## src/rtl/multisim_client_arbiter_if.sv

```systemverilog
// rtl/multisim_client_arbiter_if.sv - requester and downstream handshake bundle for the client arbiter
interface multisim_client_arbiter_if #(
    parameter int NUM_REQ    = 4,
    parameter int DATA_WIDTH = 64,
    parameter int ID_WIDTH   = 2
) ();
    logic [NUM_REQ-1:0]            req_vld;
    logic [NUM_REQ-1:0]            req_rdy;
    logic [NUM_REQ*DATA_WIDTH-1:0] req_data;
    logic                          out_vld;
    logic                          out_rdy;
    logic [ID_WIDTH+DATA_WIDTH-1:0] out_data;

    // master: the arbiter; slave: the requesters plus the downstream client
    modport master (
        input  req_vld, req_data, out_rdy,
        output req_rdy, out_vld, out_data
    );

    modport slave (
        output req_vld, req_data, out_rdy,
        input  req_rdy, out_vld, out_data
    );
endinterface

```

## src/rtl/multisim_client_arbiter.sv

```systemverilog
// rtl/multisim_client_arbiter.sv - round-robin N:1 arbiter feeding a single registered output slot
module multisim_client_arbiter #(
    parameter int NUM_REQ    = 4,
    parameter int DATA_WIDTH = 64,
    parameter int ID_WIDTH   = 2
) (
    input  logic                      clk,
    input  logic                      rst_n,
    multisim_client_arbiter_if.master bus,
    output logic [31:0]               xfer_count
);

    generate
        if (NUM_REQ < 2 || NUM_REQ > 16) begin : g_bad_num_req
            $fatal(1, "NUM_REQ must be in 2..16");
        end
        if ((1 << ID_WIDTH) < NUM_REQ) begin : g_bad_id_width
            $fatal(1, "ID_WIDTH too small for NUM_REQ");
        end
    endgenerate

    logic [ID_WIDTH-1:0]            ptr;
    logic [ID_WIDTH-1:0]            grant_idx;
    logic [ID_WIDTH-1:0]            ptr_next;
    logic                           grant_found;
    logic [DATA_WIDTH-1:0]          grant_data;
    logic [2*NUM_REQ-1:0]           vld_rot;
    logic [ID_WIDTH:0]              idx_sum;
    logic [NUM_REQ-1:0]             rdy;
    logic                           slot_free;
    logic                           up_xfer;
    logic                           dn_xfer;
    logic                           out_vld_q;
    logic [ID_WIDTH+DATA_WIDTH-1:0] out_data_q;
    logic [31:0]                    cnt_q;

    assign slot_free = !out_vld_q || bus.out_rdy;
    assign dn_xfer   = out_vld_q && bus.out_rdy;
    assign up_xfer   = grant_found && slot_free;

    // Rotating the doubled request vector puts index ptr at bit 0, so the
    // first set bit is the winner's distance from the pointer.
    always_comb begin
        vld_rot     = {bus.req_vld, bus.req_vld} >> ptr;
        grant_found = 1'b0;
        grant_idx   = '0;
        idx_sum     = '0;
        for (int k = 0; k < NUM_REQ; k++) begin
            if (!grant_found && vld_rot[k]) begin
                grant_found = 1'b1;
                idx_sum     = {1'b0, ptr} + (ID_WIDTH+1)'(k);
                if (idx_sum >= (ID_WIDTH+1)'(NUM_REQ)) begin
                    idx_sum = idx_sum - (ID_WIDTH+1)'(NUM_REQ);
                end
                grant_idx = idx_sum[ID_WIDTH-1:0];
            end
        end
    end

    always_comb begin
        grant_data = '0;
        rdy        = '0;
        for (int i = 0; i < NUM_REQ; i++) begin
            if (grant_idx == ID_WIDTH'(i)) begin
                grant_data = bus.req_data[i*DATA_WIDTH +: DATA_WIDTH];
                rdy[i]     = up_xfer;
            end
        end
    end

    assign ptr_next = ({1'b0, grant_idx} == (ID_WIDTH+1)'(NUM_REQ - 1)) ? '0
                                                                          : grant_idx + ID_WIDTH'(1);

    always_ff @(posedge clk or negedge rst_n) begin
        if (!rst_n) begin
            out_vld_q  <= 1'b0;
            out_data_q <= '0;
            ptr        <= '0;
        end else if (up_xfer) begin
            out_vld_q  <= 1'b1;
            out_data_q <= {grant_idx, grant_data};
            ptr        <= ptr_next;
        end else if (dn_xfer) begin
            out_vld_q  <= 1'b0;
        end
    end

    always_ff @(posedge clk or negedge rst_n) begin
        if (!rst_n) begin
            cnt_q <= '0;
        end else if (dn_xfer) begin
            cnt_q <= cnt_q + 32'd1;
        end
    end

    assign bus.req_rdy  = rdy;
    assign bus.out_vld  = out_vld_q;
    assign bus.out_data = out_data_q;
    assign xfer_count   = cnt_q;

endmodule
```

## src/flat_wrapper.sv

```systemverilog
// flat-port wrapper written by rule: the top's interface ports become plain ports
module multisim_client_arbiter_flat 
#(
    parameter int NUM_REQ    = 4,
    parameter int DATA_WIDTH = 64,
    parameter int ID_WIDTH   = 2
)
  (clk, rst_n, xfer_count, bus_req_vld, bus_req_data, bus_out_rdy, bus_req_rdy, bus_out_vld, bus_out_data);
  multisim_client_arbiter_if #(.NUM_REQ(NUM_REQ), .DATA_WIDTH(DATA_WIDTH), .ID_WIDTH(ID_WIDTH)) bus_i ();
  input  logic clk;
  input  logic rst_n;
  output logic [31:0] xfer_count;
  input wire logic [$bits(bus_i.req_vld)-1:0] bus_req_vld;
  input wire logic [$bits(bus_i.req_data)-1:0] bus_req_data;
  input wire logic [$bits(bus_i.out_rdy)-1:0] bus_out_rdy;
  output wire logic [$bits(bus_i.req_rdy)-1:0] bus_req_rdy;
  output wire logic [$bits(bus_i.out_vld)-1:0] bus_out_vld;
  output wire logic [$bits(bus_i.out_data)-1:0] bus_out_data;
  assign bus_i.req_vld = bus_req_vld;
  assign bus_i.req_data = bus_req_data;
  assign bus_i.out_rdy = bus_out_rdy;
  assign bus_req_rdy = bus_i.req_rdy;
  assign bus_out_vld = bus_i.out_vld;
  assign bus_out_data = bus_i.out_data;
  multisim_client_arbiter #(.NUM_REQ(NUM_REQ), .DATA_WIDTH(DATA_WIDTH), .ID_WIDTH(ID_WIDTH)) u_core (.clk(clk), .rst_n(rst_n), .bus(bus_i), .xfer_count(xfer_count));
endmodule
```

## config.mk

```make
export PLATFORM = sky130hd
export DESIGN_NAME = multisim_client_arbiter_flat
export DESIGN_NICKNAME = d
export VERILOG_FILES = /design/src/rtl/multisim_client_arbiter_if.sv /design/src/rtl/multisim_client_arbiter.sv /design/src/flat_wrapper.sv
export SDC_FILE = /design/constraint.sdc
export NUM_CORES = 1
export LEC_CHECK = 0
export CORE_AREA = 2 2 141 143
export DETAILED_ROUTE_END_ITERATION = 8
export DIE_AREA = 0 0 143 145
export GPL_ROUTABILITY_DRIVEN = 0
export PLACE_DENSITY = 0.77
export SLEW_MARGIN = 30
export SYNTH_ARGS = -nofsm -noshare
export SYNTH_HDL_FRONTEND = slang
export SYNTH_SLANG_ARGS = --single-unit
```

## constraint.sdc

```tcl
create_clock -name clk -period 2.94 [get_ports clk]
set_input_delay 0.588 -clock clk [delete_from_list [all_inputs] [get_ports clk]]
set_output_delay 0.588 -clock clk [all_outputs]
set_load 0.01 [all_outputs]
```

# Word level (Yosys, flattened, before mapping)
# Cells that the tools add are included.
# op_classes
n_mux,23
magnitude_cmp,4
div,0
n_reduce_logical,12
bitwise,0
shift,1
multipliers,0
n_addsub,9
n_eq_ne,3
# ops
op,n
2-to-1 mux 64 bit,4
adder 32 x 1 -> 32 bit (second input constant),1
2-to-1 mux 2 bit,9
2-to-1 mux 1 bit,10
>= comparator 3 bit (second input constant),3
>> shifter 8 x 2 -> 4 bit,1
subtractor 2 x 1 -> 2 bit (second input constant),4
adder 2 x 2 -> 3 bit (second input constant),2
logical AND 1 bit,5
equality test 2 bit (second input constant),2
logical NOT 1 bit,4
adder 2 x 1 -> 3 bit (second input constant),1
>= comparator 2 x 3 -> 1 bit (second input constant),1
adder 2 x 1 -> 2 bit (second input constant),1
equality test 2 x 1 -> 1 bit (second input constant),1
logical NOT 2 bit,1
nonzero test 2 bit,1
logical OR 1 bit,1
# totals
mem_bits_rw,0
in_bits,263
latchBits,0
register_bits,101
mem_bits_ro,0
output_inout_bits,103
elab_cells,56
memories,0

# Logic depth before layout (Yosys ltp)
# depth
depth_word,16
depth_mapped,11
mapped_depth_nobuf,9

# Worst setup path after synthesis
# No wires, ideal clock.
# synth_path
path_type,in2out
start,input bus_req_vld[2]
end,output bus_req_rdy[3]
path_slack_ns,0.150
stages,7
n_path_buf,2
required_ns,2.352
arrival_time_ns,2.202
path_cell_list,mux2i_1 -> nor2_1 -> nor4_1 -> ha_1 -> clkbuf_1 -> clkbuf_1 -> and2_1
# synth_via
elab_chain_cells,13
word_cells_on_any_way,18
cone_classes,1 x eq/ne; 1 x shift; 9 x mux; 7 x reduce/logical
# synth_lines
item,line,rtl
from (decl),flat_wrapper.sv:13,input wire logic [$bits(bus_i.req_vld)-1:0] bus_req_vld;
>> shifter 8 x 2 -> 4 bit (*),multisim_client_arbiter.sv:44,"vld_rot = {bus.req_vld, bus.req_vld} >> ptr;"
2-to-1 mux 1 bit,multisim_client_arbiter.sv:49,if (!grant_found && vld_rot[k]) begin
logical NOT 1 bit,multisim_client_arbiter.sv:49,
logical AND 1 bit,multisim_client_arbiter.sv:49,
2-to-1 mux 1 bit,multisim_client_arbiter.sv:49,
logical NOT 1 bit,multisim_client_arbiter.sv:49,
logical AND 1 bit,multisim_client_arbiter.sv:49,
2-to-1 mux 1 bit,multisim_client_arbiter.sv:49,
logical NOT 1 bit,multisim_client_arbiter.sv:49,
logical AND 1 bit,multisim_client_arbiter.sv:49,
2-to-1 mux 2 bit (*),multisim_client_arbiter.sv:49,
named net u_core.grant_idx[0],multisim_client_arbiter.sv:23,logic [ID_WIDTH-1:0] grant_idx;
equality test 2 bit (*),multisim_client_arbiter.sv:64,if (grant_idx == ID_WIDTH'(i)) begin
2-to-1 mux 1 bit (*),multisim_client_arbiter.sv:64,
to (decl),flat_wrapper.sv:16,output wire logic [$bits(bus_i.req_rdy)-1:0] bus_req_rdy;
# Mark *: on every way through the listed nets, which the timed path passes. The rest lies on a longest branch.

# Worst setup path in the final report
# layout_path
start,input bus_req_vld[2]
end,output bus_req_rdy[0]
# layout_via
elab_chain_cells,13
word_cells_on_any_way,18
cone_classes,1 x shift; 9 x mux; 8 x reduce/logical
# layout_lines
item,line
>> shifter 8 x 2 -> 4 bit (*),multisim_client_arbiter.sv:44
2-to-1 mux 1 bit,multisim_client_arbiter.sv:49
logical NOT 1 bit,multisim_client_arbiter.sv:49
logical AND 1 bit,multisim_client_arbiter.sv:49
2-to-1 mux 1 bit,multisim_client_arbiter.sv:49
logical NOT 1 bit,multisim_client_arbiter.sv:49
logical AND 1 bit,multisim_client_arbiter.sv:49
2-to-1 mux 1 bit,multisim_client_arbiter.sv:49
logical NOT 1 bit,multisim_client_arbiter.sv:49
logical AND 1 bit,multisim_client_arbiter.sv:49
2-to-1 mux 2 bit (*),multisim_client_arbiter.sv:49
named net u_core.grant_idx[0],multisim_client_arbiter.sv:23
logical NOT 2 bit (*),multisim_client_arbiter.sv:64
2-to-1 mux 1 bit (*),multisim_client_arbiter.sv:64
# Marked as above.

==> impl_metrics.xml <==
<?xml version="1.0" encoding="UTF-8"?>
<metrics>
  <group name="critical_path">
    <metric name="wp_data_arrival" unit="ns">2.11</metric>
    <metric name="path_type_of_the_worst_setup_path" unit="">in2out</metric>
    <metric name="worstPathCellList" unit="">dlygate4sd2_1 -&gt; mux2i_1 -&gt; nor2_1 -&gt; nor4_1 -&gt; buf_4 -&gt; inv_1 -&gt; ha_2 -&gt; and2_1 -&gt; buf_2</metric>
    <metric name="critical_path.max_stage_delay" unit="ns">0.29</metric>
    <metric name="worstPathMaxFanout" unit="">4</metric>
    <metric name="timing.critical_path.from_type" unit="">primary input</metric>
    <metric name="crit_slowest_cell" unit="">sky130_fd_sc_hd__dlygate4sd2_1</metric>
    <metric name="worst_ep_required_time" unit="ns">2.35</metric>
    <metric name="endpoint_kind" unit="">primary output</metric>
  </group>
  <group name="place">
    <metric name="place.port_buffers" unit="">365</metric>
    <metric name="area_post_placement" unit="µm²">10100</metric>
    <metric name="detailedPlacementHpwl" unit="µm">17600</metric>
  </group>
  <group name="yosys">
    <metric name="synth_flop_cell" unit="">sky130_fd_sc_hd__dfrtp_1</metric>
    <metric name="syn-instance-count" unit="">679</metric>
    <metric name="yosys_warnings" unit="">0</metric>
    <metric name="synth.lib_cells_used.distinct" unit="">36</metric>
    <metric name="avg_inst_size_synth" unit="µm²">8.85</metric>
    <metric name="ys_seq_elements" unit="">101</metric>
    <metric name="synth_enable_flop_cells" unit="">0</metric>
    <metric name="synth_async_sr_flop_share" unit="%">100</metric>
    <metric name="synth-seq-area-share" unit="%">42.1</metric>
    <metric name="syn-num-nets" unit="">947</metric>
    <metric name="synth.cell_area" unit="µm²">6010</metric>
  </group>
  <group name="detailed_routing">
    <metric name="via_count" unit="">6731</metric>
    <metric name="firstDrtPassIters" unit="">4</metric>
    <metric name="wirelength_met1" unit="µm">9840</metric>
    <metric name="drt-total-wl" unit="µm">24700</metric>
    <metric name="dr_wl_met3" unit="µm">2660</metric>
    <metric name="post_detailed_route_drc_marker_count" unit="">0</metric>
    <metric name="met2_wirelength" unit="µm">11600</metric>
    <metric name="top_layer" unit="">met4</metric>
    <metric name="routedWlPerCell" unit="µm">19.0</metric>
    <metric name="viasPerCell" unit="">5.18</metric>
    <metric name="drt_iter0_drc" unit="">426</metric>
    <metric name="drt.antenna.violating_nets" unit="">0</metric>
  </group>
  <group name="die">
    <metric name="num_io_pins" unit="">366</metric>
    <metric name="die_height" unit="µm">145</metric>
    <metric name="fp.dieArea" unit="µm²">20700</metric>
    <metric name="initial_core_util" unit="%">31.3</metric>
    <metric name="die_w" unit="µm">143</metric>
    <metric name="rows" unit="">51</metric>
    <metric name="core_area" unit="µm²">19200</metric>
  </group>
  <group name="clocking">
    <metric name="cts_buffers" unit="">9</metric>
    <metric name="buffers_from_clock_root_to_sink_at_most" unit="">2</metric>
    <metric name="clock_sink_count" unit="">101</metric>
    <metric name="holdBufCountCts" unit="">0</metric>
    <metric name="cts.clk_slew.worst_paths" unit="ns">0.07</metric>
    <metric name="cts_htree_levels" unit="">3</metric>
    <metric name="cts_tree" unit="">yes</metric>
    <metric name="clock-root-buffer" unit="">sky130_fd_sc_hd__clkbuf_16</metric>
    <metric name="worst_skew_pair.late_latency" unit="ns">0.35</metric>
  </group>
  <group name="finish">
    <metric name="finalCoreUtilization" unit="%">54.4</metric>
    <metric name="num-fill-cells" unit="">1734</metric>
    <metric name="syn_to_final_growth" unit="%">74.0</metric>
    <metric name="fraction_of_final_layout_cells_with_drive_strength_greater_than_1" unit="%">6.79</metric>
    <metric name="final_net_count" unit="">1294</metric>
    <metric name="postLayoutCellArea" unit="µm²">10500</metric>
    <metric name="most_frequent_cells_in_the_layout" unit="">356 x sky130_fd_sc_hd__clkdlybuf4s50_1, 133 x sky130_fd_sc_hd__a21oi_1, 101 x sky130_fd_sc_hd__dfrtp_1</metric>
    <metric name="layout_commonest_cell" unit="">sky130_fd_sc_hd__clkdlybuf4s50_1</metric>
    <metric name="register_area" unit="µm²">2530</metric>
    <metric name="multiInputGateArea" unit="µm²">2980</metric>
  </group>
  <group name="pwr">
    <metric name="vdd_ir_drop_max" unit="mV">0.356</metric>
    <metric name="leakage" unit="µW">0.00442</metric>
    <metric name="p_per_area" unit="nW/µm²">725</metric>
  </group>
  <group name="sta">
    <metric name="tightest_slew" unit="ns">0.657</metric>
    <metric name="whs" unit="ns">0.248</metric>
    <metric name="slew_viol_final" unit="">0</metric>
    <metric name="rsz0062_at_grt" unit="">no</metric>
    <metric name="timing.final.crit_share" unit="%">91.7</metric>
    <metric name="report.final.hold_viol_count" unit="">0</metric>
    <metric name="clock-skew-final" unit="ns">0.00637</metric>
    <metric name="fmaxAchievable" unit="MHz">371</metric>
    <metric name="slew-limit-headroom" unit="%">56.2</metric>
    <metric name="period_minus_slack" unit="ns">2.70</metric>
    <metric name="final-setup-viol-count" unit="">0</metric>
  </group>
  <group name="job">
    <metric name="max_cap_viol_count" unit="">0</metric>
  </group>
  <group name="global_route">
    <metric name="grt.total_usage" unit="%">22.2</metric>
    <metric name="grt_antenna_before_repair" unit="">3</metric>
    <metric name="number_of_global_route_vias_before_repair" unit="">6527</metric>
    <metric name="grt-ovfl-total" unit="">0</metric>
    <metric name="grt_max_degree" unit="">105</metric>
    <metric name="global_route_wire_length_before_repair" unit="µm">36100</metric>
  </group>
  <group name="outcome">
    <metric name="run_status" unit="">finished clean</metric>
  </group>
  <group name="min_path">
    <metric name="class_of_the_most_critical_hold_timing_path" unit="">in2async</metric>
  </group>
</metrics>
[flip-flops by register name, summed over array words and instances, names as in the netlist]
| signal | count |
|---|---|
| u_core.bus.out_data | 66 |
| u_core.xfer_count | 32 |
| u_core.ptr | 2 |
| u_core.bus.out_vld | 1 |
[power breakdown]
group	internal, µW	switching [µW]	leakage, µW	total [µW]
clock network	779	583	0.000164	1360
registers	1830	309	0.00123	2140
logic	2150	1920	0.00303	4070
[cell families (layout without fill, tap and decap cells)]
| kind of cell | after synthesis | count (layout) | synth area share [%] |
|---|---|---|---|
| mux | 2 | 2 | 0.354 |
| flops | 101 | 101 | 42.1 |
| xor+xnor | 31 | 31 | 4.52 |
| simple gates | 145 | 145 | 12.9 |
| buf+inv | 130 | 482 | 9.08 |
| fa+ha+maj | 5 | 5 | 1.04 |
| compound gates | 265 | 265 | 30.1 |
| other cells | 0 | 3 | 0 |
[critical path: cells and delay by family]
kind / cells / cell delay [ns]
AND/OR/NAND/NOR: 3 / 0.48
multiplexers: 1 / 0.16
adder cells (fa/ha/maj): 1 / 0.20
buffers and inverters: 4 / 0.67
[what timing repair did]
action | 4_1_cts | 5_1_grt
pin swaps | 1 | 1
endpoints found under the hold margin | 0 | 0
gates cloned | 0 | 1
endpoints found under the setup margin | 56 | 53
setup buffers | 2 | 0
resized for setup | 16 | 7
[per-stage QoR]
stage                     TNS, ns  cells  setup slack, ns  power, µW
after floorplan                 0    679            0.150       4140
after global placement     -21.66   1277           -0.380       6080
after detailed placement   -27.72   1277           -0.501       6150
after CTS                       0   1295           0.0106       7580
after global routing            0   1298           0.0376       8040
final                           0   1299            0.245       7570
[cell usage after synthesis (2+ instances only)]
library cell | instances | area [µm²]
sky130_fd_sc_hd__buf_2 | 16 | 80.1
sky130_fd_sc_hd__nor4_4 | 5 | 106
sky130_fd_sc_hd__and2_1 | 4 | 25.0
sky130_fd_sc_hd__and3_1 | 7 | 43.8
sky130_fd_sc_hd__nand2b_1 | 4 | 25.0
sky130_fd_sc_hd__nor2_1 | 70 | 263
sky130_fd_sc_hd__nor4_1 | 4 | 25.0
sky130_fd_sc_hd__inv_1 | 70 | 263
sky130_fd_sc_hd__xor2_1 | 5 | 43.8
sky130_fd_sc_hd__a211o_1 | 63 | 552
sky130_fd_sc_hd__nor3_1 | 2 | 10.0
sky130_fd_sc_hd__nand2_1 | 18 | 67.6
sky130_fd_sc_hd__xnor2_1 | 26 | 228
sky130_fd_sc_hd__ha_1 | 5 | 62.6
sky130_fd_sc_hd__dfrtp_1 | 101 | 2530
sky130_fd_sc_hd__nand4_1 | 12 | 75.1
sky130_fd_sc_hd__nand4b_1 | 2 | 17.5
sky130_fd_sc_hd__nand3_1 | 9 | 45.0
sky130_fd_sc_hd__o21ai_0 | 2 | 10.0
sky130_fd_sc_hd__clkbuf_1 | 34 | 128
sky130_fd_sc_hd__a21oi_1 | 133 | 666
sky130_fd_sc_hd__a221oi_1 | 63 | 552
sky130_fd_sc_hd__nor2b_1 | 2 | 12.5
sky130_fd_sc_hd__buf_4 | 10 | 75.1
[area by class of cell]
type                    instances  share of cell area, %
inverters                      70                   2.51
well taps                     265                   3.17
repair buffers                396                   38.4
multi-input cells             448                   28.5
flip-flops and latches        101                   24.2
clock inverters                 6                  0.874
clock buffers                  10                   2.29
diodes                          3                 0.0718
[worst paths after layout]
kind	from	endpoint	slack (ns)	cells after the start
worst max-delay path	bus_req_vld[2]	bus_req_rdy[0]	0.24	9
worst min-delay path	rst_n	u_core.bus.out_data[64]$_DFFE_PN0N_	0.25	1
worst max register to register	u_core.ptr[1]$_DFFE_PN0N_	u_core.bus.out_data[16]$_DFFE_PN0N_	0.29	10
worst min register to register	u_core.bus.out_data[64]$_DFFE_PN0N_	u_core.bus.out_data[64]$_DFFE_PN0N_	0.49	1
max in group asynchronous	rst_n	u_core.bus.out_data[62]$_DFFE_PN0N_	1.94	2
min in group clk	u_core.bus.out_data[64]$_DFFE_PN0N_	u_core.bus.out_data[64]$_DFFE_PN0N_	0.49	1
[routing by layer]
layer	GRT usage, %	vias to the layer above
met3	6.53	47
met5	0	-
met4	8.86	0
li1	-	3154
met1	27.8	3171
met2	35.6	359
Note: power is estimated with default switching activity, not from simulation.
